===== src/rtl/uart_pkg.sv =====
// Shared definitions for the 8051-style UART transmit/receive blocks:
// frame state encodings, SCON mode/bit positions and bus addresses.
package uart_pkg;

  // Frame states. ST_BIT9 is the ninth-bit slot that the transmit side calls "crc".
  typedef enum logic [2:0] {
    ST_IDLE  = 3'd0,
    ST_START = 3'd1,
    ST_DATA  = 3'd2,
    ST_BIT9  = 3'd3,
    ST_STOP  = 3'd4
  } uart_state_e;

  // SCON.SM serial modes
  localparam logic [1:0] SM_MODE0 = 2'b00;
  localparam logic [1:0] SM_MODE1 = 2'b01;
  localparam logic [1:0] SM_MODE2 = 2'b10;
  localparam logic [1:0] SM_MODE3 = 2'b11;

  // SCON bit positions
  localparam int SCON_SM_MSB = 7;
  localparam int SCON_SM_LSB = 6;
  localparam int SCON_SM2    = 5;
  localparam int SCON_REN    = 4;
  localparam int SCON_TB8    = 3;
  localparam int SCON_RB8    = 2;
  localparam int SCON_TI     = 1;
  localparam int SCON_RI     = 0;

  // Transmit shift register and receive buffer share one address;
  // write selects the transmitter, read selects the receiver.
  localparam logic [7:0] ADDR_TSHIFT = 8'h98;
  localparam logic [7:0] ADDR_RBUF   = 8'h98;

  // div_clk ticks per bit
  localparam int OVS_DFLT = 16;

  // 2-of-3 vote used for noise-tolerant bit resolution
  function automatic logic maj3(input logic a, input logic b, input logic c);
    return (a & b) | (a & c) | (b & c);
  endfunction

endpackage


===== src/rtl/uart_rx_sampler.sv =====
// Receive-side bit sampler: rxd synchroniser, 16x tick counter and
// mid-bit resolution. Build macro UART_RX_MAJORITY_EN selects a 2-of-3
// vote of ticks 7/8/9; otherwise the tick-8 sample alone is used. Both
// resolve on the pulse that advances the counter to tick 9.
module uart_rx_sampler
  import uart_pkg::*;
#(
  parameter int OVS = OVS_DFLT
) (
  input  logic clk,
  input  logic rst_n,
  input  logic div_clk,
  input  logic rxd,
  input  logic cnt_clr,
  output logic rxd_s,
  output logic rxd_s_dly,
  output logic bit_valid,
  output logic bit_val,
  output logic bit_wrap
);

  localparam int TW = $clog2(OVS);
  // Counter values just before the pulses that reach ticks 7, 8, 9
  localparam logic [TW-1:0] T_TO7  = TW'(OVS / 2 - 2);
  localparam logic [TW-1:0] T_TO8  = TW'(OVS / 2 - 1);
  localparam logic [TW-1:0] T_TO9  = TW'(OVS / 2);
  localparam logic [TW-1:0] T_LAST = TW'(OVS - 1);

  logic          sync1_q, sync1_d;
  logic          rxd_s_q, rxd_s_d;
  logic          rxd_dly_q, rxd_dly_d;
  logic [TW-1:0] tick_q, tick_d;
  logic          s8_q, s8_d;
`ifdef UART_RX_MAJORITY_EN
  logic          s7_q, s7_d;
`endif

  // Next-state for synchroniser, tick counter and mid-bit samples
  always_comb begin
    sync1_d   = rxd;
    rxd_s_d   = sync1_q;
    rxd_dly_d = rxd_s_q;
    tick_d    = tick_q;
    s8_d      = s8_q;
    if (cnt_clr) begin
      tick_d = '0;
    end else if (div_clk) begin
      tick_d = (tick_q == T_LAST) ? '0 : tick_q + TW'(1);
    end
    if (div_clk && (tick_q == T_TO8)) s8_d = rxd_s_q;
`ifdef UART_RX_MAJORITY_EN
    s7_d = s7_q;
    if (div_clk && (tick_q == T_TO7)) s7_d = rxd_s_q;
`endif
  end

  // State registers; the synchroniser idles at the line's mark level
  always_ff @(posedge clk or negedge rst_n) begin
    if (!rst_n) begin
      sync1_q   <= 1'b1;
      rxd_s_q   <= 1'b1;
      rxd_dly_q <= 1'b1;
      tick_q    <= '0;
      s8_q      <= 1'b1;
`ifdef UART_RX_MAJORITY_EN
      s7_q      <= 1'b1;
`endif
    end else begin
      sync1_q   <= sync1_d;
      rxd_s_q   <= rxd_s_d;
      rxd_dly_q <= rxd_dly_d;
      tick_q    <= tick_d;
      s8_q      <= s8_d;
`ifdef UART_RX_MAJORITY_EN
      s7_q      <= s7_d;
`endif
    end
  end

  assign rxd_s     = rxd_s_q;
  assign rxd_s_dly = rxd_dly_q;
  assign bit_valid = div_clk && !cnt_clr && (tick_q == T_TO9);
  assign bit_wrap  = div_clk && !cnt_clr && (tick_q == T_LAST);
`ifdef UART_RX_MAJORITY_EN
  // Tick-9 sample is the live synchronised value on the resolving pulse
  assign bit_val   = maj3(s7_q, s8_q, rxd_s_q);
`else
  assign bit_val   = s8_q;
`endif

endmodule


===== src/rtl/uart_receive.sv =====
// 8051-style UART receive stage for modes 1/2/3. Deserialises rxd,
// applies the SCON RI/SM2 load rules, pulses ri for one clk on a load and
// keeps a sticky frame-error flag cleared by a buffer read.
// Build macro UART_RX_MAJORITY_EN (in uart_rx_sampler) enables 2-of-3 voting.
module uart_receive
  import uart_pkg::*;
#(
  parameter logic [7:0] RBUF_ADDR = ADDR_RBUF,
  parameter int         OVS       = OVS_DFLT
) (
  input  logic       clk,
  input  logic       rst_n,
  input  logic       div_clk,
  input  logic       rxd,
  input  logic [7:0] scon,
  input  logic [7:0] ab,
  input  logic       rdn,
  output logic [7:0] db_r,
  output logic       ri,
  output logic       rb8,
  output logic       fe,
  output logic       rx_busy
);

  uart_state_e state_q, state_d;
  logic [2:0]  bit_cnt_q, bit_cnt_d;
  logic [7:0]  shift_q, shift_d;
  logic        bit9_q, bit9_d;
  logic [1:0]  sm_q, sm_d;
  logic        sm2_q, sm2_d;
  logic [7:0]  rbuf_q, rbuf_d;
  logic        rb8_q, rb8_d;
  logic        ri_q, ri_d;
  logic        fe_q, fe_d;

  logic        rxd_s, rxd_s_dly, bit_valid, bit_val, bit_wrap;
  logic        cnt_clr, flag_bit, start_edge, rd_hit, ren;
  logic [1:0]  scon_sm;
  logic        unused_scon;

  assign scon_sm     = scon[SCON_SM_MSB:SCON_SM_LSB];
  assign ren         = scon[SCON_REN];
  assign start_edge  = rxd_s_dly && !rxd_s;
  assign rd_hit      = !rdn && (ab == RBUF_ADDR);
  // TB8/RB8/TI belong to the transmit and SCON logic
  assign unused_scon = ^scon[SCON_TB8:SCON_TI];

  uart_rx_sampler #(.OVS(OVS)) u_sampler (
    .clk       (clk),
    .rst_n     (rst_n),
    .div_clk   (div_clk),
    .rxd       (rxd),
    .cnt_clr   (cnt_clr),
    .rxd_s     (rxd_s),
    .rxd_s_dly (rxd_s_dly),
    .bit_valid (bit_valid),
    .bit_val   (bit_val),
    .bit_wrap  (bit_wrap)
  );

  // Frame FSM next-state, buffer load rules and fe set/clear
  always_comb begin
    state_d   = state_q;
    bit_cnt_d = bit_cnt_q;
    shift_d   = shift_q;
    bit9_d    = bit9_q;
    sm_d      = sm_q;
    sm2_d     = sm2_q;
    rbuf_d    = rbuf_q;
    rb8_d     = rb8_q;
    fe_d      = fe_q;
    ri_d      = 1'b0;
    cnt_clr   = 1'b0;
    // Stop bit in mode 1, ninth bit in modes 2/3
    flag_bit  = sm_q[1] ? bit9_q : bit_val;

    // A read clears fe; a coincident stop-bit error below re-sets it
    if (rd_hit) fe_d = 1'b0;

    if ((state_q != ST_IDLE) && !ren) begin
      state_d = ST_IDLE;
    end else begin
      case (state_q)
        ST_IDLE: begin
          if (ren && (scon_sm != SM_MODE0) && start_edge) begin
            state_d   = ST_START;
            cnt_clr   = 1'b1;
            sm_d      = scon_sm;
            sm2_d     = scon[SCON_SM2];
            shift_d   = 8'h00;
            bit9_d    = 1'b0;
            bit_cnt_d = 3'd0;
          end
        end
        ST_START: begin
          // A high mid-start sample is a glitch, not a frame
          if (bit_valid && bit_val) state_d = ST_IDLE;
          else if (bit_wrap)        state_d = ST_DATA;
        end
        ST_DATA: begin
          if (bit_valid) begin
            shift_d   = {bit_val, shift_q[7:1]};
            bit_cnt_d = bit_cnt_q + 3'd1;
            if (bit_cnt_q == 3'd7) state_d = sm_q[1] ? ST_BIT9 : ST_STOP;
          end
        end
        ST_BIT9: begin
          if (bit_valid) begin
            bit9_d  = bit_val;
            state_d = ST_STOP;
          end
        end
        ST_STOP: begin
          if (bit_valid) begin
            if (!bit_val) fe_d = 1'b1;
            if (!scon[SCON_RI] && (!sm2_q || flag_bit)) begin
              rbuf_d = shift_q;
              rb8_d  = flag_bit;
              ri_d   = 1'b1;
            end
            // Leaving at mid-stop lets the next start edge be seen early
            state_d = ST_IDLE;
          end
        end
        default: state_d = ST_IDLE;
      endcase
    end
  end

  // Frame state, receive buffer and status flags
  always_ff @(posedge clk or negedge rst_n) begin
    if (!rst_n) begin
      state_q   <= ST_IDLE;
      bit_cnt_q <= 3'd0;
      shift_q   <= 8'h00;
      bit9_q    <= 1'b0;
      sm_q      <= SM_MODE0;
      sm2_q     <= 1'b0;
      rbuf_q    <= 8'h00;
      rb8_q     <= 1'b0;
      ri_q      <= 1'b0;
      fe_q      <= 1'b0;
    end else begin
      state_q   <= state_d;
      bit_cnt_q <= bit_cnt_d;
      shift_q   <= shift_d;
      bit9_q    <= bit9_d;
      sm_q      <= sm_d;
      sm2_q     <= sm2_d;
      rbuf_q    <= rbuf_d;
      rb8_q     <= rb8_d;
      ri_q      <= ri_d;
      fe_q      <= fe_d;
    end
  end

  assign db_r    = rd_hit ? rbuf_q : 8'h00;
  assign ri      = ri_q;
  assign rb8     = rb8_q;
  assign fe      = fe_q;
  assign rx_busy = (state_q != ST_IDLE);

endmodule


===== config.mk =====
export PLATFORM = sky130hd
export DESIGN_NAME = uart_receive
export DESIGN_NICKNAME = d
export VERILOG_FILES = /design/src/rtl/uart_pkg.sv /design/src/rtl/uart_rx_sampler.sv /design/src/rtl/uart_receive.sv
export SDC_FILE = /design/constraint.sdc
export NUM_CORES = 1
export LEC_CHECK = 0
export CAP_MARGIN = 5
export CORE_MARGIN = 1.5
export CORE_UTILIZATION = 40
export CTS_BUF_LIST = sky130_fd_sc_hd__clkbuf_16
export DETAILED_ROUTE_END_ITERATION = 6
export PLACE_DENSITY = 0.67
export RECOVER_POWER = 100
export SLEW_MARGIN = 5
export SYNTH_ARGS = -nofsm -noshare
export SYNTH_HDL_FRONTEND = slang
export SYNTH_SLANG_ARGS = --single-unit

===== constraint.sdc =====
create_clock -name clk -period 1.8 [get_ports clk]
set_input_delay 0.27 -clock clk [delete_from_list [all_inputs] [get_ports clk]]
set_output_delay 0.27 -clock clk [all_outputs]
set_load 0.02 [all_outputs]

==> results of run 1 <==
[timing repair]
item / CTS / global route
setup buffers: 3 / 0
setup endpoints to repair: 18 / 30
gates resized for setup: 76 / 4
pin swaps: 12 / 3
gates cloned: 1 / 0
[cell families after synthesis]
family / Yosys count
and+or+nand+nor: 52
DFF: 36
AOI/OAI and AO/OA: 27
muxes: 17
adders and majority gates: 4
buffers and inverters: 13
xor gates and xnor gates: 1
[cells in the final DEF, fill, tap and decap left out, types with 3 or more instances in the layout]
cell type,n
buf_4,23
o21ai_0,4
mux2i_1,3
buf_6,10
ha_1,3
mux2_1,3
dlygate4sd3_1,5
clkbuf_16,5
dfrtp_1,32
clkdlybuf4s50_1,9
dfstp_2,4
nor2_1,8
nand3_1,3
and2_4,7
a21oi_1,3
dlygate4sd2_1,3
inv_1,3
nand2_1,8
a22o_1,10
nor3_1,3
mux2_4,9
[metrics by stage]
step	std cells	setup slack, ns
2_1_floorplan	150	0.00702
3_3_place_gp	246	-0.604
3_5_place_dp	246	-0.650
4_1_cts	258	-0.0352
5_1_grt	258	-0.0975
6_report	258	-0.0312
[layout make-up]
cell class                      count  share of cell area (%)
Sequential cell                    36                    36.0
Multi-Input combinational cell    101                    34.4
Timing Repair Buffer               56                    19.8
Clock buffer                        5                    4.97
Tap cell                           52                    2.59
Clock inverter                      3                    1.49
Inverter                            5                   0.746
[report_power, final]
part           internal [mW]  switching [mW]  leakage (nW)
clock network          0.643           0.308        0.0789
registers              0.917          0.0753         0.473
logic                  0.375           0.406         0.671
[worst register-to-register path: stages, from the launching register on]
cell	delay, ns
dfrtp_1	0.38
inv_1	0.09
ha_4	0.14
and4b_4	0.26
nand4_4	0.11
a211o_1	0.28
buf_12	0.16
mux2_4	0.30
[per-layer routing]
layer	GRT usage, %	wire length, µm	vias to the layer above
li1	-	-	654
met1	18.9	1600	637
met2	29.3	1900	26
met3	4.47	119	10
met4	9.19	104	0
met5	0	0	-
[how the worst max path moves through the flow]
| stage | start | end | slack [ns] | depth (start not counted) |
|---|---|---|---|---|
| final | u_sampler.tick_q[1]$_DFFE_PN0P_ | rbuf_q[1]$_DFFE_PN0P_ | -0.03 | 7 |
| after global placement | ab[7] | db_r[7] | -0.60 | 7 |
| after floorplan | u_sampler.tick_q[0]$_DFFE_PN0P_ | rbuf_q[0]$_DFFE_PN0P_ | 0.007 | 7 |
| after detailed placement | ab[7] | db_r[7] | -0.65 | 7 |
| after global routing | u_sampler.tick_q[0]$_DFFE_PN0P_ | rbuf_q[0]$_DFFE_PN0P_ | -0.1 | 7 |
| after CTS | u_sampler.tick_q[0]$_DFFE_PN0P_ | rbuf_q[1]$_DFFE_PN0P_ | -0.04 | 7 |
[flip-flops by register name, indices dropped and copies added, names as in the netlist, 3 cells and up]
signal,count
state_q,3
rbuf_q,8
u_sampler.tick_q,4
shift_q,8
bit_cnt_q,3
==> metrics.md, run 1 <==
| Metric | Value |
|---|---|
| Worst path slowest cell | dfrtp_1 |
| H-tree levels | 2 |
| Failing checks | negative setup slack |
| Power per cell area | roughly 1100 nW/µm² |
| Cells after Synth | 150 |
| CTS max path bufs | 2 |
| Lkg Pwr | between 1 and 1.5 nW |
| Initial Util | between 40 and 50% |
| Vias per std cell | 5.14 |
| Die X | 70.1 µm |
| Worst Hold Path Cells | 0 |
| Kind of start point of the critical path | flip-flop |
| Drt pass-1 iters | 4 |
| Grt total ovfl | 0 |
| Setup crit end kind | flip-flop |
| Seq/Total Area, Yosys | between 50 and 60% |
| Design Power | between 2 and 3 mW |
| Setup TNS | -0.180 ns |
| Top post-synthesis cells by area | dfrtp_1 44%, mux2_4 6.7%, dfstp_2 5.8%, a22o_1 4.9%, and2_1 3.1% |
| Fin crit share | 102% |
| Max-cap violations | 0 |
| Cell Area, Placed | between 2000 and 2500 µm² |
| DRT iter0 DRCs | 23 |
| Yosys cell types | between 40 and 50 |
| Clk slew on worst S/H paths | about 0.050 ns |
| Compound-Gate Fraction of Synth Area | between 10% and 20% |
| Mux cell area share after synthesis | 12.1% |
| Outcome | complete, but fails checks |
| Sequential cell area | just over 900 µm² |
| Setup violators final | 8 |
| Reg-to-Reg End | rbuf_q[1]$_DFFE_PN0P_ |
| Tmin final | 1.83 ns |
| Clk sinks | 36 |
| Post-synthesis simple-gate area fraction | between 15 and 20% |
| WP data arrival | between 1.5 and 2 ns |
| # rows | 24 |
| Slew Limit Fails | 0 |
| Crit path kind | flip-flop to flip-flop |
| Post-synth EDFFs | 0 |
| Clock root cell | clkbuf_16 |
| DRC | 0 |
| Worst Hold Class | flip-flop to flip-flop |
| Hold Vio Cnt, Final | 0 |
| Main flop type after synthesis | dfrtp_1 |
| Initial antenna violation count | 0 |
| Fmax | about 550 MHz |
| Worst Path Max Fanout | 10 |
| Area of the multi-input gates | around 860 µm² |
| Num CTS Buffers | 5 |
| CP Data Required Time | 1.96 ns |
| Unrepaired setup endpoints after global routing | true |
| Layout area overhead | 39.7% |
| Synth area leader | dfrtp_1 |
| Filler cell count | 351 |
| Xor/xnor share of the synthesized area | less than 1% |
| Syn_area_per_cell | between 10 and 15 µm² |
| Final HPWL DP | around 2.7 mm |
| First-pass GRT wire length | roughly 6.5 mm |
| Tot GR Track Use | about 17% |
| Share of cells above drive strength 1 | between 30 and 40% |
| Main combinational cell family by area after synthesis | simple AND/OR/NAND/NOR gates |
| Core ar. | ~4400 µm² |
| Syn Nets | between 150 and 200 |
| Reg2reg start | u_sampler.tick_q[1]$_DFFE_PN0P_ |
| Syn Std Cell Area | around 1800 µm² |
| Seq cells post-synth | 36 |
| Async SR Flop Fraction | 100% |
| Reg2Reg Depth | 7 |
| Die footprint | 4910 µm² |
| Vias in the first global route | roughly 1.4k |
| Yosys warns | 0 |
| CP delay by family, top | flip-flops |
| Clk_lat worst skew | 0.28 ns |
| Inserted Diodes | 0 |
| Rel. slew slack | 42.0% |
| Setup slack after layout | -0.0312 ns |
| Worst R2R Setup Slack | -0.03 ns |
| Antenna viol nets, final | 0 |
| Worst path bufs/invs | 2 |
| Synth Area in Adders | between 2 and 3% |
| WL final | ~3.7 mm |
| Fin area | 2520 µm² |
| RD Place Congestion | between 0.7 and 0.8 |
| Most numerous cell in the Yosys netlist | dfrtp_1 |
| Port Buf Inserts | 29 |
| I/O pins | 33 |
| Largest net degree at the start of global routing | 37 |
| Post-synth top area share | between 40% and 50% |
| Least-Margin Pin Slew | between 0.8 and 0.9 ns |
| DR vias | between 1k and 1.5k |
| Final Util | ~58% |
| Per-cell routed wire length | about 14 µm |
| Worst Clk Skew | between 0.005 and 0.006 ns |
| CTS tree | done |
| Slowest stage delay, CP | 0.38 ns |
| Peak VDD IR | roughly 0.80 mV |
| Critical Path, Cell by Cell | inv_1 > ha_4 > and4b_4 > nand4_4 > a211o_1 > buf_12 > mux2_4 |
| Die height | around 70 µm |
| Hold path startpoint | u_sampler.rxd_s_d$_DFF_PN1_ |
| Hold Buf Count CTS | 0 |
| Hold slack final | 0.356 ns |
| Net count, final | 230 |
| Top cells by count, synth | 32 x dfrtp_1, 10 x a22o_1, 9 x and2_1 |
| Hold endpoint | u_sampler.rxd_s$_DFF_PN1_ |
(Power assumes the default switching activity.)
==> run 2, diff against run 1 <==
RECOVER_POWER = unset   (was 100)
==> metrics.md, run 2 (synthesized netlist as in run 1, its figures left out) <==
| Metric | Value |
|---|---|
| Filler cell count | 344 (was 351) |
| DR vias | 1319 (was 1327) |
| Lkg Pwr | 1.23 nW (was 1.22 nW) |
| Clk sinks | 36 (unchanged) |
| Setup crit end kind | flip-flop (unchanged) |
| Worst Clk Skew | 0.00515 ns (was 0.00522 ns) |
| Setup slack after layout | -0.0317 ns (was -0.0312 ns) |
| Hold Buf Count CTS | 0 (unchanged) |
| Fin crit share | 102% (about the same) |
| Clock root cell | clkbuf_16 (unchanged) |
| WP data arrival | 1.99 ns (about the same) |
| CTS tree | done (unchanged) |
| Worst Hold Class | flip-flop to flip-flop (unchanged) |
| DRC | 0 (unchanged) |
| Power per cell area | 1080 nW/µm² (about the same) |
| I/O pins | 33 (unchanged) |
| Hold Vio Cnt, Final | 0 (unchanged) |
| Core ar. | 4350 µm² (unchanged) |
| Tot GR Track Use | 16.9% (unchanged) |
| Die height | 70.1 µm (unchanged) |
| Final HPWL DP | 2.72 mm (unchanged) |
| Commonest non-fill, non-tap cell in the layout | dfrtp_1 (unchanged) |
| Num CTS Buffers | 5 (unchanged) |
| Largest net degree at the start of global routing | 37 (unchanged) |
| Net count, final | 230 (unchanged) |
| Failing checks | negative setup slack (unchanged) |
| H-tree levels | 2 (unchanged) |
| Max-cap violations | 0 (unchanged) |
| First-pass GRT wire length | 6.53 mm (unchanged) |
| Least-Margin Pin Slew | 0.444 ns (was 0.869 ns) |
| WL final | 3.73 mm (about the same) |
| Vias per std cell | 5.11 (was 5.14) |
| Die footprint | 4910 µm² (unchanged) |
| Crit path kind | flip-flop to flip-flop (unchanged) |
| DRT iter0 DRCs | 23 (unchanged) |
| Inst Count DP | 246 (unchanged) |
| CTS max path bufs | 2 (unchanged) |
| Clk_lat worst skew | 0.28 ns (about the same) |
| Final Util | 58.4% (was 57.8%) |
| Unrepaired setup endpoints after global routing | true (unchanged) |
| Inserted Diodes | 0 (unchanged) |
| Drt pass-1 iters | 4 (unchanged) |
| Tmin final | 1.83 ns (about the same) |
| Most frequent cells in the layout | 32 x dfrtp_1, 25 x buf_4, 14 x clkdlybuf4s50_1 (was 32 x dfrtp_1, 23 x buf_4, 10 x a22o_1, 10 x buf_6) |
| Initial antenna violation count | 0 (unchanged) |
| Antenna viol nets, final | 0 (unchanged) |
| Peak VDD IR | 0.851 mV (was 0.800 mV) |
| RD Place Congestion | 0.729 (unchanged) |
| Share of cells above drive strength 1 | 38.3% (was 35.9%) |
| Fmax | 546 MHz (about the same) |
| Fin cells | 258 (unchanged) |
| Worst Path Max Fanout | 10 (unchanged) |
| Setup violators final | 8 (unchanged) |
| Die X | 70.1 µm (unchanged) |
| Clk slew on worst S/H paths | 0.05 ns (about the same) |
| Grt total ovfl | 0 (unchanged) |
| Slew Limit Fails | 0 (unchanged) |
| # rows | 24 (unchanged) |
| Layout area overhead | 41.2% (was 39.7%) |
| Per-cell routed wire length | 14.5 µm (was 14.4 µm) |
| Initial Util | 41.4% (unchanged) |
| Outcome | complete, but fails checks (unchanged) |
| Port Buf Inserts | 29 (unchanged) |
| CP Data Required Time | 1.96 ns (about the same) |
| Biggest regs | rbuf_q: 8 flops, shift_q: 8 flops, u_sampler.tick_q: 4 flops (unchanged) |
| Kind of start point of the critical path | flip-flop (unchanged) |
| Rel. slew slack | 70.4% (was 42.0%) |
| Vias in the first global route | 1429 (unchanged) |
-- run 2: cell count changes in the layout (fill, tap and decap cells not counted), moves of 2 or more --
cell             before  now
clkbuf_1              2    0
buf_4                23   25
clkdlybuf4s50_1       9   14
dlygate4sd3_1         5    0
-- run 2: per-stage QoR --
stage	setup slack, ns	power, mW	cell area, µm²	hold WS (ns)	setup TNS [ns]
3_3_place_gp	-0.604	1.76	2290	0.349	-7.68
5_1_grt	-0.0975	2.91	2540	0.361	-1.03
3_5_place_dp	-0.650	1.79	2290	0.350	-8.49
2_1_floorplan	0.00702	1.47	1800	-0.0256	0
4_1_cts	-0.0352	2.77	2520	0.358	-0.404
6_report	-0.0317	2.76	2540	0.356	-0.183
-- run 2: path summary, 6_finish.rpt --
path	from	end	slack (ns)	cells after the start
min reg2reg	u_sampler.rxd_s_d$_DFF_PN1_	u_sampler.rxd_s$_DFF_PN1_	0.36	0
max in group asynchronous	rst_n	u_sampler.rxd_s_d$_DFF_PN1_	1.04	2
min in group asynchronous	rst_n	rbuf_q[3]$_DFFE_PN0P_	0.41	2
min	u_sampler.rxd_s_d$_DFF_PN1_	u_sampler.rxd_s$_DFF_PN1_	0.36	0
max reg2reg	u_sampler.tick_q[1]$_DFFE_PN0P_	rbuf_q[1]$_DFFE_PN0P_	-0.03	7
max	u_sampler.tick_q[1]$_DFFE_PN0P_	rbuf_q[1]$_DFFE_PN0P_	-0.03	7
-- run 2: what timing repair did --
item                                    4_1_cts  5_1_grt
endpoints found under the setup margin       18       30
buffers inserted                              3        0
resized for setup                            76        4
pin swaps                                    12        3
gates cloned                                  1        0
-- run 2: routing by layer --
metal | wire length, µm | vias to the layer above | GRT usage, %
met5 | 0 | - | 0
met3 | 127 | 10 | 4.47
met1 | 1590 | 628 | 18.9
met4 | 102 | 0 | 9.19
li1 | - | 652 | -
met2 | 1910 | 29 | 29.3
-- run 2: cell type report --
cell class,instances,area (µm²),area share [%]
timing repair buffer,56,507,19.9
inverter,5,18.8,0.738
sequential,36,906,35.6
tap,52,65.1,2.56
multi-input combinational,101,883,34.7
clock buffer,5,125,4.92
clock inverter,3,37.5,1.48
-- run 2: power by group --
part / leakage, nW / internal (mW) / total (mW) / switching (mW)
Combinational: 0.677 / 0.395 / 0.812 / 0.417
Clock: 0.0789 / 0.643 / 0.951 / 0.308
Sequential: 0.473 / 0.917 / 0.993 / 0.0760
-- run 2: critical path, cell delays in order (launching register included) --
cell and delay, ns:
dfrtp_1 0.38, inv_1 0.09, ha_4 0.14, and4b_4 0.26
nand4_4 0.11, a211o_1 0.28, buf_12 0.16, mux2_4 0.29
==> run 3, diff against run 2 <==
CORE_ASPECT_RATIO = 1.5   (was unset)
==> metrics.md, run 3 (synthesized netlist as in run 1, its figures left out) <==
| Metric | Value |
|---|---|
| Failing checks | design-rule violations, negative setup slack (was negative setup slack) |
| Lkg Pwr | 1.22 nW (was 1.23 nW) |
| Die footprint | 4920 µm² (was 4910 µm²) |
| Final HPWL DP | 2.93 mm (was 2.72 mm) |
| I/O pins | 33 (unchanged) |
| First-pass GRT wire length | 6.56 mm (was 6.53 mm) |
| Outcome | complete, but fails checks (unchanged) |
| # rows | 29 (was 24) |
| Setup slack after layout | -0.0353 ns (was -0.0317 ns) |
| CTS max path bufs | 2 (unchanged) |
| RD Place Congestion | 0.825 (was 0.729) |
| Per-cell routed wire length | 15.6 µm (was 14.5 µm) |
| DR vias | 1372 (was 1319) |
| Rel. slew slack | 69.5% (was 70.4%) |
| Cell Area, Placed | 2280 µm² (was 2290 µm²) |
| Initial antenna violation count | 0 (unchanged) |
| CP Data Required Time | 1.96 ns (about the same) |
| Fmax | 545 MHz (was 546 MHz) |
| Die height | 85.2 µm (was 70.1 µm) |
| WP data arrival | 1.99 ns (about the same) |
| Clk_lat worst skew | 0.28 ns (about the same) |
| Antenna viol nets, final | 0 (unchanged) |
| DRT iter0 DRCs | 22 (was 23) |
| Hold slack final | 0.355 ns (was 0.356 ns) |
| Core ar. | 4280 µm² (was 4350 µm²) |
| Clk slew on worst S/H paths | 0.05 ns (about the same) |
| Peak VDD IR | 0.915 mV (was 0.851 mV) |
| H-tree levels | 2 (unchanged) |
| Worst Path Max Fanout | 10 (unchanged) |
| Max-cap violations | 0 (unchanged) |
| Fin crit share | 102% (about the same) |
| Grt total ovfl | 0 (unchanged) |
| WL final | 3.94 mm (was 3.73 mm) |
| Clock root cell | clkbuf_16 (unchanged) |
| Net count, final | 231 (was 230) |
| Tmin final | 1.84 ns (was 1.83 ns) |
| Worst Hold Class | flip-flop to flip-flop (unchanged) |
| Vias in the first global route | 1396 (was 1429) |
| Least-Margin Pin Slew | 0.458 ns (was 0.444 ns) |
| Hold Vio Cnt, Final | 0 (unchanged) |
| Setup violators final | 8 (unchanged) |
| CTS tree | done (unchanged) |
| Inserted Diodes | 0 (unchanged) |
| Fin area | 2520 µm² (was 2540 µm²) |
| Kind of start point of the critical path | flip-flop (unchanged) |
| Hold Buf Count CTS | 0 (unchanged) |
| Share of cells above drive strength 1 | 39.1% (was 38.3%) |
| Fin cells | 253 (was 258) |
| Commonest non-fill, non-tap cell in the layout | dfrtp_1 (unchanged) |
| Largest net degree at the start of global routing | 37 (unchanged) |
| Unrepaired setup endpoints after global routing | true (unchanged) |
| Setup TNS | -0.210 ns (was -0.183 ns) |
| Num CTS Buffers | 5 (unchanged) |
| Power per cell area | 1070 nW/µm² (was 1080 nW/µm²) |
| Drt pass-1 iters | 6 (was 4) |
| Inst Count DP | 240 (was 246) |
| Crit path kind | flip-flop to flip-flop (unchanged) |
| Most frequent cells in the layout | 32 x dfrtp_1, 25 x buf_4, 14 x clkdlybuf4s50_1 (unchanged) |
| Biggest regs | rbuf_q: 8 flops, shift_q: 8 flops, u_sampler.tick_q: 4 flops (unchanged) |
| Slew Limit Fails | 0 (unchanged) |
| Layout area overhead | 39.7% (was 41.2%) |
| Initial Util | 42.1% (was 41.4%) |
| Port Buf Inserts | 29 (unchanged) |
| Final Util | 58.8% (was 58.4%) |
| Setup crit end kind | flip-flop (unchanged) |
| Worst Clk Skew | 0.00178 ns (was 0.00515 ns) |
| DRC | 2 (was 0) |
| Die X | 57.8 µm (was 70.1 µm) |
| Clk sinks | 36 (unchanged) |
| Filler cell count | 359 (was 344) |
| Vias per std cell | 5.42 (was 5.11) |
| Tot GR Track Use | 17.7% (was 16.9%) |
[run 3: report_power, final]
part / switching (mW) / internal (mW)
registers: 0.0673 / 0.917
logic: 0.462 / 0.433
clock network: 0.309 / 0.502
[run 3: cell type report]
type                       instances  area, µm²  area share [%]
sequential                        36        906            36.0
multi-input combinational        101        882            35.1
timing repair buffer              57        512            20.3
clock buffer                       5        125            4.97
tap                               46       57.6            2.29
inverter                           5       18.8           0.746
clock inverter                     3       15.0           0.597
[run 3: stage by stage]
step	power (mW)	setup slack, ns
after global routing	2.82	-0.0938
after floorplan	1.47	0.00702
final	2.69	-0.0353
after global placement	1.77	-0.603
after CTS	2.65	-0.0496
after detailed placement	1.81	-0.680
[run 3: what timing repair did]
item	4_1_cts	5_1_grt
setup buffers	3	1
pin swaps	11	2
resized for setup	77	5
gates cloned	1	0
endpoints found under the setup margin	17	30
[run 3: per-layer routing]
metal / GRT usage, % / part of all wire [%] / routed length [µm]
met1: 17.8 / 36 / 1410
met2: 33.9 / 58 / 2280
met3: 3.66 / 3.4 / 134
met4: 7.19 / 3.1 / 121
met5: 0 / 0 / 0
[run 3: critical path: stages (launching register included)]
cell and delay, ns:
dfrtp_1 0.38, inv_2 0.09, ha_4 0.14, and4b_4 0.26, nand4_4 0.10, a211o_1 0.28
buf_12 0.16, mux2_4 0.30
[run 3: path summary, 6_finish.rpt]
check	start	endpoint	slack (ns)	cells after the start
max in group asynchronous	rst_n	u_sampler.rxd_s_dly$_DFF_PN1_	1.03	2
max reg2reg	u_sampler.tick_q[0]$_DFFE_PN0P_	rbuf_q[0]$_DFFE_PN0P_	-0.04	7
min reg2reg	u_sampler.rxd_s_d$_DFF_PN1_	u_sampler.rxd_s$_DFF_PN1_	0.35	0
min in group asynchronous	rst_n	ri$_DFF_PN0_	0.43	2
min	u_sampler.rxd_s_d$_DFF_PN1_	u_sampler.rxd_s$_DFF_PN1_	0.35	0
max	u_sampler.tick_q[0]$_DFFE_PN0P_	rbuf_q[0]$_DFFE_PN0P_	-0.04	7
